$ cat config.mk
export PLATFORM = sky130hd
export DESIGN_NAME = dmem_arbiter
export DESIGN_NICKNAME = d
export VERILOG_FILES = /design/src/rtl/dmem_arbiter.sv
export SDC_FILE = /design/constraint.sdc
export NUM_CORES = 2
export LEC_CHECK = 0
export ABC_AREA = 1
export CORE_AREA = 2 2 368 370
export CTS_BUF_LIST = sky130_fd_sc_hd__clkbuf_8
export CTS_CLUSTER_SIZE = 28
export DETAILED_ROUTE_END_ITERATION = 6
export DIE_AREA = 0 0 370 372
export DONT_BUFFER_PORTS = 1
export GPL_ROUTABILITY_DRIVEN = 0
export PLACE_DENSITY_LB_ADDON = 0.05
export RECOVER_POWER = 25
export SYNTH_ARGS = -nofsm -noshare
export SYNTH_HDL_FRONTEND = slang
export SYNTH_SLANG_ARGS = --single-unit
export TNS_END_PERCENT = 30
$ cat constraint.sdc
create_clock -name clk -period 30.1 [get_ports clk]
set_input_delay 7.525 -clock clk [delete_from_list [all_inputs] [get_ports clk]]
set_output_delay 7.525 -clock clk [all_outputs]
set_load 0.05 [all_outputs]
$ cat src/rtl/dmem_arbiter.sv
// Two-requester (core / DMA) round-robin arbiter onto a single-word data memory.
// Vector requests are split into six sequential word beats and gathered back into one wide result.
`timescale 1ns/1ps
module dmem_arbiter #(
  parameter int S    = 32,
  parameter int V    = 192,
  parameter int SIZE = 14
) (
  input  logic         clk,
  input  logic         rst,
  input  logic         c_req,
  input  logic         c_we,
  input  logic         c_vec,
  input  logic [S-1:0] c_addr,
  input  logic [V-1:0] c_wd,
  output logic         c_gnt,
  output logic         c_done,
  output logic         c_err,
  output logic [V-1:0] c_rd,
  input  logic         d_req,
  input  logic         d_we,
  input  logic         d_vec,
  input  logic [S-1:0] d_addr,
  input  logic [V-1:0] d_wd,
  output logic         d_gnt,
  output logic         d_done,
  output logic         d_err,
  output logic [V-1:0] d_rd,
  output logic         mem_we,
  output logic [S-1:0] mem_addr,
  output logic [S-1:0] mem_wd,
  input  logic [S-1:0] mem_rd,
  output logic         busy
);

  localparam int LANES = V / S;
  localparam int BW    = (LANES > 1) ? $clog2(LANES) : 1;

  typedef enum logic [1:0] {IDLE, BEAT, DONE} state_t;

  state_t         state;
  state_t         state_nx;
  logic           ptr;
  logic           owner;
  logic           we_q;
  logic           vec_q;
  logic           err_q;
  logic [BW-1:0]  beat;
  logic [S-1:0]   addr_q;
  logic [V-1:0]   wd_q;
  logic [V-1:0]   rbuf_q;
  logic [V-1:0]   c_rd_q;
  logic [V-1:0]   d_rd_q;
  logic           c_err_q;
  logic           d_err_q;

  logic           grant;
  logic           win;
  logic           sel_we;
  logic           sel_vec;
  logic           sel_err;
  logic [S-1:0]   sel_addr;
  logic [V-1:0]   sel_wd;
  logic [S:0]     sel_end;
  logic           last_beat;
  logic [V-1:0]   rd_final;

  // ptr/win/owner: 0 = core, 1 = DMA
  always_comb begin
    grant = 1'b0;
    win   = 1'b0;
    if (state == IDLE && !rst) begin
      if (c_req && d_req) begin
        grant = 1'b1;
        win   = ptr;
      end else if (c_req) begin
        grant = 1'b1;
        win   = 1'b0;
      end else if (d_req) begin
        grant = 1'b1;
        win   = 1'b1;
      end
    end
  end

  assign sel_we   = win ? d_we   : c_we;
  assign sel_vec  = win ? d_vec  : c_vec;
  assign sel_addr = win ? d_addr : c_addr;
  assign sel_wd   = win ? d_wd   : c_wd;

  // One extra bit so addr + N cannot wrap and sneak under the bound.
  assign sel_end  = {1'b0, sel_addr} + (sel_vec ? (S+1)'(LANES) : (S+1)'(1));
  assign sel_err  = sel_end > (S+1)'(SIZE);

  assign last_beat = vec_q ? (beat == BW'(LANES - 1)) : (beat == '0);

  always_comb begin
    state_nx = state;
    case (state)
      IDLE: if (grant) state_nx = sel_err ? DONE : BEAT;
      BEAT: if (last_beat) state_nx = DONE;
      DONE: state_nx = IDLE;
      default: state_nx = IDLE;
    endcase
  end

  always_ff @(posedge clk or posedge rst) begin
    if (rst) begin
      state   <= IDLE;
      ptr     <= 1'b0;
      owner   <= 1'b0;
      we_q    <= 1'b0;
      vec_q   <= 1'b0;
      err_q   <= 1'b0;
      beat    <= '0;
      c_rd_q  <= '0;
      d_rd_q  <= '0;
      c_err_q <= 1'b0;
      d_err_q <= 1'b0;
    end else begin
      state <= state_nx;
      if (grant) begin
        ptr   <= ~win;
        owner <= win;
        we_q  <= sel_we;
        vec_q <= sel_vec;
        err_q <= sel_err;
        beat  <= '0;
      end else if (state == BEAT && !last_beat) begin
        beat <= beat + 1'b1;
      end
      if (state == DONE) begin
        if (owner) begin
          d_rd_q  <= rd_final;
          d_err_q <= err_q;
        end else begin
          c_rd_q  <= rd_final;
          c_err_q <= err_q;
        end
      end
    end
  end

  // Read word for beat i arrives during beat i+1, so lane beat-1 is captured here.
  always_ff @(posedge clk) begin
    if (grant) begin
      addr_q <= sel_addr;
      wd_q   <= sel_wd;
      rbuf_q <= '0;
    end else if (state == BEAT && beat != '0) begin
      rbuf_q[S*(int'(beat) - 1) +: S] <= mem_rd;
    end
  end

  // The final lane lands during DONE and is forwarded straight to the owner.
  always_comb begin
    rd_final = rbuf_q;
    if (vec_q) rd_final[S*(LANES-1) +: S] = mem_rd;
    else       rd_final[S-1:0]            = mem_rd;
    if (err_q || we_q) rd_final = '0;
  end

  assign c_gnt  = grant & ~win;
  assign d_gnt  = grant & win;
  assign c_done = (state == DONE) && !owner;
  assign d_done = (state == DONE) && owner;
  assign c_rd   = c_done ? rd_final : c_rd_q;
  assign d_rd   = d_done ? rd_final : d_rd_q;
  assign c_err  = c_done ? err_q : c_err_q;
  assign d_err  = d_done ? err_q : d_err_q;
  assign busy   = (state != IDLE);

  assign mem_we   = (state == BEAT) && we_q;
  assign mem_addr = (state == BEAT) ? (addr_q + {{(S-BW){1'b0}}, beat}) : '0;
  assign mem_wd   = mem_we ? wd_q[S*int'(beat) +: S] : '0;

endmodule

==> impl_summary.md <==
Power and ir drop
The leakage dissipation is around 19 nW. The share of total power dissipated in sequential elements is a little over two fifths. The design internal power is 1.91 mW. Power spread over the standard cell area amounts to 69.7 nW/µm².

For this design the total switching power over the nets is 1.04 mW. The worst-case IR drop observed on VDD is roughly 0.042 mV. In this run switching power makes up 35.3% of total power. The clock network burns 38.9% of the power. The share of total power dissipated in combinational logic is between 10% and 20%. The post-layout total power is 2.96 mW.

STA
The transition time of the tightest slew-check pin is 6.31 ns. The final number of hold-violating endpoints is 0. The remaining max-slew budget at the tightest pin is -323%. The worst slack on hold paths is 0.452 ns.

Setup violations remaining at the end of the flow were counted as 0. After layout, the worst path uses between 50% and 60% of the clock period. The post-layout worst setup margin is about 12 ns. For the final database, setup skew stands at roughly 0.050 ns. The total negative slack for setup checks is 0 ns. The maximum clock frequency is 56.3 MHz. Setup repair after global routing left no endpoint under its margin. The number of max-slew violations in the final report was just under 800. The minimum clock period is 17.76 ns.

Min path
The worst hold path belongs to the class flip-flop to flip-flop. Counting instances, the worst hold path has a depth of 2. The startpoint of the most critical hold path is rbuf_q[75].

The end point of the worst hold path is rbuf_q[75].

Critical path
The reg-to-reg critical path startpoint is owner. The data required time of the critical path is 22.58 ns. The largest single stage delay on the critical path is about 1.2 ns. The arrival time reported for the critical path endpoint is 10.23 ns.

The worst setup path is captured at an output port. The buffering stage count on the worst path with inverters included is 2. The startpoint kind of the worst setup timing path is an input port. The signal on the critical path passes through nor2_1 > clkbuf_1 > nand2_8 > inv_6. The maximum fanout encountered on the critical timing path is 113.

The critical path's slowest cell is sky130_fd_sc_hd__clkbuf_1. Setup slack on the worst reg-to-reg path comes out at a little over 20 ns. The worst register-to-register path ends at d_rd_q[191].

The family of cells with the greatest summed delay on the critical path is buffers and inverters. The critical path class is input port to output port. The number of cells on the worst reg-to-reg path is 6.

Finish
From synthesis to final layout, the design area changed by 13.8%. The filler cells instantiated in the layout total roughly 15000. In the final layout, the share of cells above drive strength 1 is 8.88%. After routing the design area is roughly 42000 µm². Leaving out fill and tap cells, the most frequent cells in the layout are sky130_fd_sc_hd__nand2_1 (1767), sky130_fd_sc_hd__dfrtp_1 (393), sky130_fd_sc_hd__o21ai_0 (384).

The number of nets in the final layout is between 5000 and 6000. The commonest non-fill, non-tap cell in the layout is sky130_fd_sc_hd__nand2_1.

Die
The placeable core region is 134000 µm². Once the floorplan was initialized, standard cells occupied between 20% and 30% of the core. The I/O pin count is 944. The die is between 300 and 400 µm wide. The area enclosed by the die boundary is 138000 µm². The vertical extent of the die is about 370 µm. The cell row count is between 100 and 150.

Drt
The number of iterations in the first detailed-routing pass is 5. The post-detailed-routing wire length is 171000 µm. After detailed routing, the number of remaining DRC violations is 0. After the first detailed-routing iteration, the DRC count stood at 2006. After detailed routing, the average wire length per cell comes to ~26 µm. Once detail routing completed, the nets flagged for antenna violations numbered 0. The final route contains a little over 30000 vias. The post-detailed-route via-to-cell ratio is 4.77.

GRT
The first global-routing pass estimated 237000 µm of wire. Entering global routing, the biggest net connects ~160 pins. The overall fraction of global-route tracks in use is 24.1%. The remaining global-route overflow is 0. The initial antenna violation count is 22. The number of global-route vias before repair is 30700.

Clock tree
The clock sink total is 812. Clock tree synthesis inserted a total of between 150 and 200 buffers. TritonCTS built the clock tree.

The cell sitting at the root of the clock tree is a sky130_fd_sc_hd__clkbuf_8. The number of setup buffers added after CTS is 0. The later pin in the worst-skew pair is clocked with a latency of between 0.8 and 0.9 ns.

The number of buffers inserted for hold repair after clock tree synthesis is 0. The clock tree synthesis step divided the H-tree into 4 levels. The post-cts sizing count is 0. The clock slew seen by the registers of the worst setup and hold paths is 0.05 ns. The longest clock path from root to sink contains 3 buffers.

Yosys
The number of synthesis warnings is 0. Yosys mapped a number of flops with a built-in enable equal to around 220. The mean area per synthesized cell is 7.97 µm². The number of register bits inferred by synthesis is between 800 and 900. The count of unique library cells instantiated by Yosys is 46. The proportion of synthesized chip area in sequential cells is 55.0%. The biggest area contributor in the post-synthesis netlist is sky130_fd_sc_hd__dfrtp_1. Yosys attributes the largest share of cell area to sky130_fd_sc_hd__dfrtp_1 (27%), sky130_fd_sc_hd__edfxtp_1 (18%), sky130_fd_sc_hd__nand2_1 (18%), sky130_fd_sc_hd__dfxtp_1 (10%), sky130_fd_sc_hd__o21ai_0 (6.4%). The synthesized net count is 5180.

The summed instance area of the synthesized netlist is 37200 µm². The proportion of netlist area held by the largest area contributor is 26.6%. The number of instances in the synthesized netlist is 4675. The share of flip-flops with an asynchronous set or reset is 48.8%.

The primary flip-flop cell chosen by synthesis mapping is sky130_fd_sc_hd__dfrtp_1.

Placed design
Input and output buffers added on the ports amount to 0. The worst setup timing slack at the placement stage is 13.06 ns. The placement-stage cell area is between 30000 and 40000 µm². Detailed placement finished with a half-perimeter wire length of 124000 µm.

Flow run
Across the run, the number of max-cap violations was 55.

Run status
The final reports fail on capacitance limit, slew limit. The run finished, with violations left.
==> through the flow <==
stage | util (%) | instances
global route | 31.6 | 6538
detailed placement | 29.3 | 6239
finish | 31.6 | 6540
global placement | 29.3 | 6239
floorplan | - | 4675
CTS | 31.7 | 6533
==> registers in the layout, indices dropped and copies added, names as in the netlist <==
signal	cells
addr_q	32
beat	3
c_err_q	1
c_rd_q	192
d_err_q	1
d_rd_q	192
err_q	1
owner	1
ptr	1
rbuf_q	192
state	2
vec_q	1
wd_q	192
we_q	1
==> cells by family after synthesis <==
logic type                 count (synthesis)  share of synthesized area [%]
and+or+nand+nor                         2397                           25.9
AOI/OAI and AO/OA                        862                           12.2
DFF                                      812                           55.0
buffers and inverters                    581                           6.10
adders and majority gates                 17                          0.612
xor gates and xnor gates                   6                          0.141
==> cell usage after synthesis, types with 2 or more instances <==
library cell and count:
sky130_fd_sc_hd__buf_2 15, sky130_fd_sc_hd__fa_1 2, sky130_fd_sc_hd__nand3_2 3, sky130_fd_sc_hd__nand2_1 1769
sky130_fd_sc_hd__clkinv_1 4, sky130_fd_sc_hd__nand3_1 86, sky130_fd_sc_hd__a211oi_1 40, sky130_fd_sc_hd__a31oi_1 2
sky130_fd_sc_hd__nor3_4 2, sky130_fd_sc_hd__dfrtp_1 396, sky130_fd_sc_hd__clkbuf_1 266, sky130_fd_sc_hd__ha_1 15
sky130_fd_sc_hd__o22ai_1 33, sky130_fd_sc_hd__buf_4 3, sky130_fd_sc_hd__inv_1 262, sky130_fd_sc_hd__nor2_4 8
sky130_fd_sc_hd__buf_6 6, sky130_fd_sc_hd__dfxtp_1 192, sky130_fd_sc_hd__o21ai_1 9, sky130_fd_sc_hd__inv_2 14
sky130_fd_sc_hd__edfxtp_1 224, sky130_fd_sc_hd__nor4_1 33, sky130_fd_sc_hd__o21ai_0 473, sky130_fd_sc_hd__nor2_2 15
sky130_fd_sc_hd__a21oi_1 269, sky130_fd_sc_hd__nand3_4 2, sky130_fd_sc_hd__xor2_1 5, sky130_fd_sc_hd__and3_1 2
sky130_fd_sc_hd__o21a_1 33, sky130_fd_sc_hd__nand2_2 20, sky130_fd_sc_hd__nand4_1 38, sky130_fd_sc_hd__buf_1 10
sky130_fd_sc_hd__nor3_1 32, sky130_fd_sc_hd__nand3b_1 14, sky130_fd_sc_hd__nor2_1 365, sky130_fd_sc_hd__nand2_4 3
==> tightest hold or removal path: cells and delay by family (launching register included) <==
family | cells | cell delay (ns)
DFF | 1 | 0.30
buffers and inverters | 1 | 0.06
AOI/OAI and AO/OA | 1 | 0.05
==> per-layer routing <==
metal  wire, µm  vias up  track usage, %
li1           -    15100               -
met1      72200    14900            30.4
met2      80800      981            39.7
met3      12000      222            6.54
met4       5630        8            8.19
met5         63        -               0
==> power by group through the flow <==
stage | logic [mW] | registers (mW) | clock network [mW]
2_1_floorplan | 0.408 | 1.24 | 0
6_report | 0.576 | 1.23 | 1.15
5_1_grt | 0.622 | 1.24 | 1.24
4_1_cts | 0.595 | 1.23 | 1.19
3_3_place_gp | 0.596 | 1.25 | 0
3_5_place_dp | 0.594 | 1.25 | 0
==> layout make-up <==
class	count	area (µm²)	share of cell area, %
Antenna cell	7	17.5	0.0413
Clock buffer	193	2660	6.27
Clock inverter	101	609	1.44
Inverter	280	1080	2.55
Multi-Input combinational cell	3282	14700	34.7
Sequential cell	812	20500	48.3
Tap cell	1781	2230	5.26
Timing Repair Buffer	84	594	1.40
==> worst max-delay path by stage <==
stage | depth (start not counted) | slack [ns] | to | start
detailed placement | 4 | 13.06 | c_rd[172] | mem_rd[12]
floorplan | 1 | 11.56 | beat[0] | rst
CTS | 4 | 13.06 | c_rd[172] | mem_rd[12]
finish | 4 | 12.34 | d_gnt | rst
global route | 6 | 11.65 | d_rd[31] | state[1]
global placement | 4 | 13.07 | c_rd[172] | mem_rd[12]
(Power assumes the default switching activity.)
